==> config.mk <==
export PLATFORM = sky130hd
export DESIGN_NAME = cdc_handshake_tx
export DESIGN_NICKNAME = d
export VERILOG_FILES = /design/src/rtl/cdc_handshake_tx.sv
export SDC_FILE = /design/constraint.sdc
export NUM_CORES = 1
export LEC_CHECK = 0
export ABC_AREA = 1
export CAP_MARGIN = 15
export CORE_MARGIN = 2
export CORE_UTILIZATION = 42
export DETAILED_ROUTE_END_ITERATION = 16
export PLACE_DENSITY_LB_ADDON = 0.15
export SETUP_SLACK_MARGIN = 0.15
export SLEW_MARGIN = 10
export SYNTH_ARGS = -nofsm -noshare
export SYNTH_HDL_FRONTEND = slang
export SYNTH_SLANG_ARGS = --single-unit
==> constraint.sdc <==
create_clock -name clk_i -period 1.6 [get_ports clk_i]
set_input_delay 0.16 -clock clk_i [delete_from_list [all_inputs] [get_ports clk_i]]
set_output_delay 0.16 -clock clk_i [all_outputs]
set_load 0.01 [all_outputs]
==> src/rtl/cdc_handshake_tx.sv <==
`default_nettype none
// +----------------------------------------------------------------------------+
// | cdc_handshake_tx: source side of a toggle req/ack bus-crossing handshake.  |
// | Option macro: CDC_TX_ACK_SYNC_EN (ack_i synchronizer chain present).        |
// | Rev 1.0 - initial release                                                  |
// +----------------------------------------------------------------------------+
module cdc_handshake_tx #(
  parameter int DATA_WIDTH  = 32,
  parameter int SYNC_STAGES = 2,
  parameter int CNT_WIDTH   = 16
) (
  input  logic                  clk_i,
  input  logic                  rstn_i,
  input  logic                  s_valid_i,
  output logic                  s_ready_o,
  input  logic [DATA_WIDTH-1:0] s_data_i,
  output logic [DATA_WIDTH-1:0] data_o,
  output logic                  req_o,
  input  logic                  ack_i,
  output logic                  done_o,
  output logic                  busy_o,
  output logic [CNT_WIDTH-1:0]  xfer_cnt_o,
  output logic                  proto_err_o
);

  typedef enum logic [0:0] {
    ST_IDLE     = 1'b0,
    ST_WAIT_ACK = 1'b1
  } state_t;

  state_t r_state;
  logic   w_ack_s;

  generate
    if (SYNC_STAGES < 2) begin : g_sync_stages_check
      $error("cdc_handshake_tx: SYNC_STAGES must be at least 2");
    end
  endgenerate

`ifdef CDC_TX_ACK_SYNC_EN
  logic [SYNC_STAGES-1:0] r_ack_sync;

  always_ff @(posedge clk_i) begin
    if (!rstn_i) begin
      r_ack_sync <= '0;
    end else begin
      r_ack_sync <= {r_ack_sync[SYNC_STAGES-2:0], ack_i};
    end
  end

  assign w_ack_s = r_ack_sync[SYNC_STAGES-1];
`else
  assign w_ack_s = ack_i;
`endif

  assign s_ready_o = (r_state == ST_IDLE);
  assign busy_o    = (r_state == ST_WAIT_ACK);

  // data_o only moves on an accept, so it is stable for the whole round trip
  always_ff @(posedge clk_i) begin
    if (!rstn_i) begin
      r_state     <= ST_IDLE;
      data_o      <= '0;
      req_o       <= 1'b0;
      done_o      <= 1'b0;
      xfer_cnt_o  <= '0;
      proto_err_o <= 1'b0;
    end else begin
      done_o <= 1'b0;
      case (r_state)
        ST_IDLE: begin
          if (w_ack_s != req_o) begin
            proto_err_o <= 1'b1;
          end
          if (s_valid_i) begin
            data_o  <= s_data_i;
            req_o   <= ~req_o;
            r_state <= ST_WAIT_ACK;
          end
        end
        ST_WAIT_ACK: begin
          if (w_ack_s == req_o) begin
            r_state    <= ST_IDLE;
            done_o     <= 1'b1;
            xfer_cnt_o <= xfer_cnt_o + CNT_WIDTH'(1);
          end
        end
        default: r_state <= ST_IDLE;
      endcase
    end
  end

endmodule
`default_nettype wire

Yosys cells after proc, flatten, opt, wreduce, memory -nomap -nowiden --
Cells that the tools add are included.
Storage, ports and cells: register bits after elaboration 52, bits in latches 0, memory bits (writable) 0, bits in read-only memories 0, output and inout bits 53, memories 0
Cells by class: add/subtract/negate cells 1, multipliers 0, div/mod/pow operators 0, order comparisons 0, equal/unequal tests 2, shifts and indexed selects 0, multiplexer cells 4, bitwise operators 2, reductions and logical operators 4
Operators by type and width (count):
- adder 16 x 1 -> 16 bit, second input constant | 1
- AND reduction 2 bit | 4
- two-way mux 1 bit | 3
- NOT 1 bit | 2
- one-hot mux 1 bit (2 select lines) | 1
- == test 1 bit | 1
- != test 1 bit | 1

Longest topological paths before layout --
Gate-level depths: netlist of the first run.
word-level depth 3, depth in mapped cells 9, depth with buffers taken out 9

Worst setup path before layout of the first run --
No wires, ideal clock.
path type register -> register, start point register xfer_cnt_o[0], end point register xfer_cnt_o[8], setup time 0.116 ns, data arrival time 1.279 ns, data required time 1.484 ns, slack 0.206 ns, stages on the path, launching flop included 9, path buffers 0, period minus slack after synthesis 1.394 ns, cells stage by stage dfxtp_1 -> ha_1 -> nand2_1 -> nor2_1 -> nand2_1 -> nor2_4 -> nand2_2 -> o21ai_0 -> nor2_1
On the way: cells in the longest elaborated chain, start to end 1
RTL lines:
- from (decl) | line 22 | output logic [CNT_WIDTH-1:0] xfer_cnt_o,
- from (signal assigned) | line 85 | xfer_cnt_o <= xfer_cnt_o + CNT_WIDTH'(1);
- adder 16 x 1 -> 16 bit | line 85
No other way between the ends. A chain may end at the register's enable or synchronous reset.

Final worst setup path of the first run --
start point register xfer_cnt_o[14], end point output port xfer_cnt_o[14]
No word-level cell between the ends.

==> out/qor.csv, run 1 <==
stage;metric;value;unit
outcome;status;complete, no violations;
die;Die Wd;75.3;um
power;Pint;2.06;mW
timing;Min Hold Slack;475;ps
min_path;HP Start;s_data_i[8];
placement;final estimated routing congestion in global placement;0.834;
min_path;Worst Hold Depth;3;
placement;Port Buffer Count;88;
setup_path;startpoint types;register;
power;VDD IR max;0.552;mV
setup_path;cell family with most CP delay;buffers and inverters;
grt;global-route wire length before repair;8.33;mm
die;Std-Cell Rows;25;
logic_synthesis;post-synth top area cell;dfxtp_1;
logic_synthesis;sequential fraction of the synthesis area;48.7;%
timing;max-slew violations;0;
logic_synthesis;xor-xnor portion of the synthesized cell area;0.410;%
drt;vias;2181;
grt;GRT Total Usage;18.8;%
setup_path;Crit. End Element;output pin;
timing;Tcrit/Tclk final;87.7;%
logic_synthesis;Top FF cell, synth;dfxtp_1;
power;Comb power frac;20.7;%
logic_synthesis;Synth Area in Compound Gates;11.0;%
setup_path;r2r endpoint;xfer_cnt_o[12];
setup_path;worst endpoint data arrival time;1240;ps
clock_network;Num CTS Buffers;5;
setup_path;crit-path max FO;4;
power;switch share;25.5;%
drt;Final ANT Viol Nets;0;
logic_synthesis;post-synthesis adder-cell area fraction;0.586;%
clock_network;Max clock buf depth;2;
setup_path;Worst Setup Path Type;reg -> out;
placement;worst slack, placed;36.9;ps
clock_network;clock root buffer;clkbuf_8;
setup_path;Reg2Reg Setup Slack;270;ps
drt;routed vias/inst;4.77;
finish;register area;1060;um^2
finish;# fillers;453;
logic_synthesis;synth unique cells;24;
timing;clk_skew;7.86;ps
drt;wire length per cell;11.5;um
timing;fin crit period;1400;ps
timing;Slew @ Worst Pin;291;ps
power;register share of total power;52.2;%
power;Static Leak;1.29;nW
timing;final setup fails;0;
logic_synthesis;leading post-synthesis cells by cell area;dfxtp_1, nor2_1, o21ai_0, nand2_1, inv_1;
logic_synthesis;Synth Area per Inst;7.17;um^2
finish;Synth-to-Final Area Change;52.0;%
grt;antenna violations before repair;0;
setup_path;Buf/Inv on CP;1;
finish;share of layout cells above drive strength 1;10.5;%
timing;unrepaired setup endpoints after global routing;false;
logic_synthesis;Synth warnings;0;
clock_network;clock input transition at the sequential cells of the worst setup and hold paths;90;ps
finish;multi-input logic area;952;um^2
drt;TritonRoute pass-1 iters;4;
logic_synthesis;Post-synth EDFFs;0;
power;Power Density;853;nW/um^2
logic_synthesis;synthesized cell area;2140;um^2
timing;Worst slew margin;80.5;%
setup_path;Worst R2R Path Depth;9;
clock_network;clk_lat worst skew;290;ps
placement;Final HPWL DP;3.75;mm
clock_network;CTS Sinks;52;
logic_synthesis;FFs w/ async S/R, synth;0;%
setup_path;critical-path cell list;clkdlybuf4s50_1;
power;clock share of power;27.2;%
job;MaxCap Viol Count;0;
timing;f_max;0.712;GHz
setup_path;WP depth;1;
finish;ant diodes;0;
clock_network;H-tree levels;2;
setup_path;critical path's slowest cell;clkdlybuf4s50_1;
grt;vias in the first global route;1932;
clock_network;CTS tree;done;
drt;Routed WL;5.28;mm
logic_synthesis;Seq cells post-synth;52;
setup_path;R2R Path Start;xfer_cnt_o[1];
finish;commonest non-fill, non-tap cells in the layout;nor2_1, clkdlybuf4s50_1, nand2_1;
min_path;class of the worst hold path;in -> reg;
die;Placeable Area;4820;um^2
die;die area;5670;um^2
power;Sw Pwr;0.706;mW
logic_synthesis;Syn Inst Count;298;
timing;Worst Slack Setup Final;196;ps
timing;TNS Setup;0;ps
finish;commonest non-fill, non-tap cell in the layout;nor2_1;
die;starting density of the core;44.3;%
grt;largest net degree at the start of global routing;49;
logic_synthesis;combinational family with the most area after synthesis;simple AND/OR/NAND/NOR gates;
setup_path;crit-path max cell delay;560;ps
min_path;hold worst-path end;data_o[8];
setup_path;Worst setup startpoint;xfer_cnt_o[14];
logic_synthesis;Synth Area in Simple Gates;31.6;%
logic_synthesis;Mapped Nets;335;
die;Ports;89;
finish;Nets;426;
logic_synthesis;share of Yosys cell area claimed by the top area cell type;48.7;%
drt;DR iter-0 viols;62;
drt;DR DRC count;0;
logic_synthesis;mux cell area share after synthesis;0;%
timing;Final Hold Fails;0;
grt;final global-route overflow total;0;
die;Die H;75.3;um
setup_path;CP required;1440;ps
routing by layer:
metal / global-route usage (%) / vias to the layer above / part of all wire, %
met5: 0 / - / 0
met4: 5.85 / 0 / 1.0
met3: 3.31 / 5 / 7.0
met2: 32.9 / 63 / 47
met1: 23.5 / 988 / 45
li1: - / 1125 / -
cell type report:
type / instances / share of cell area, %
clock buffer: 8 / 2.78
inverter: 27 / 3.12
multi-input combinational: 208 / 29.3
sequential: 52 / 32.8
tap: 67 / 2.58
timing repair buffer: 95 / 29.4
power by group through the flow:
stage	Clock [mW]	Combinational, mW	Sequential [mW]
after floorplan	0	0.193	1.52
after global placement	0	0.573	1.46
after detailed placement	0	0.577	1.47
after CTS	0.775	0.571	1.44
after global routing	0.813	0.640	1.46
final	0.752	0.572	1.44
cells by family (layout without fill, tap and decap cells):
kind of cell	count (synthesis)	in the layout
xor+xnor	1	1
fa+ha+maj	1	1
flops	52	52
buf+inv	38	130
simple gates	160	160
compound gates	46	46
flip-flops by register name, indices dropped and copies added, names as in the netlist:
| register | flops |
|---|---|
| busy_o | 1 |
| xfer_cnt_o | 16 |
| data_o | 32 |
| proto_err_o | 1 |
| done_o | 1 |
| req_o | 1 |
cells in the mapped netlist (3+ instances only):
cell and count:
dfxtp_1 52, a21oi_1 7, buf_2 5, nor2_1 91, nand4_1 4, nor3_1 4
nand2_1 40, nand2_2 4, o21ai_0 33, o21ai_1 4, nand3_1 12, inv_1 25
clkbuf_1 3
metrics by stage:
stage,std cells,area [um^2],power [mW],util [%]
after floorplan,298,2140,1.71,-
after global placement,447,3100,2.04,64.4
after detailed placement,447,3100,2.04,64.4
after CTS,455,3190,2.78,66.3
after global routing,457,3250,2.91,67.4
final,457,3250,2.77,67.4
how the worst max path moves through the flow:
stage / endpoint / slack [ps]
finish: xfer_cnt_o[14] / 200
global route: xfer_cnt_o[7] / 150
CTS: busy_o / 140
detailed placement: xfer_cnt_o[10] / 40
global placement: xfer_cnt_o[8] / 70
floorplan: xfer_cnt_o[8] / 210
timing repair:
action | CTS | global route
hold buffers | 0 | 0
buffers inserted | 0 | 2
pin swaps | 0 | 3
endpoints found under the setup margin | 8 | 12
resized for setup | 7 | 17
Note: power is estimated with default switching activity, not from simulation.
==> run 2, diff against run 1 <==
--- a/config.mk
+++ b/config.mk
@@ -10,6 +10,7 @@
 export CORE_MARGIN = 2
 export CORE_UTILIZATION = 42
 export DETAILED_ROUTE_END_ITERATION = 16
+export HOLD_SLACK_MARGIN = 0.03
 export PLACE_DENSITY_LB_ADDON = 0.15
 export SETUP_SLACK_MARGIN = 0.15
 export SLEW_MARGIN = 10
==> results of run 2 <==
Final layout, timing and power as in run 1 (identical DEF).
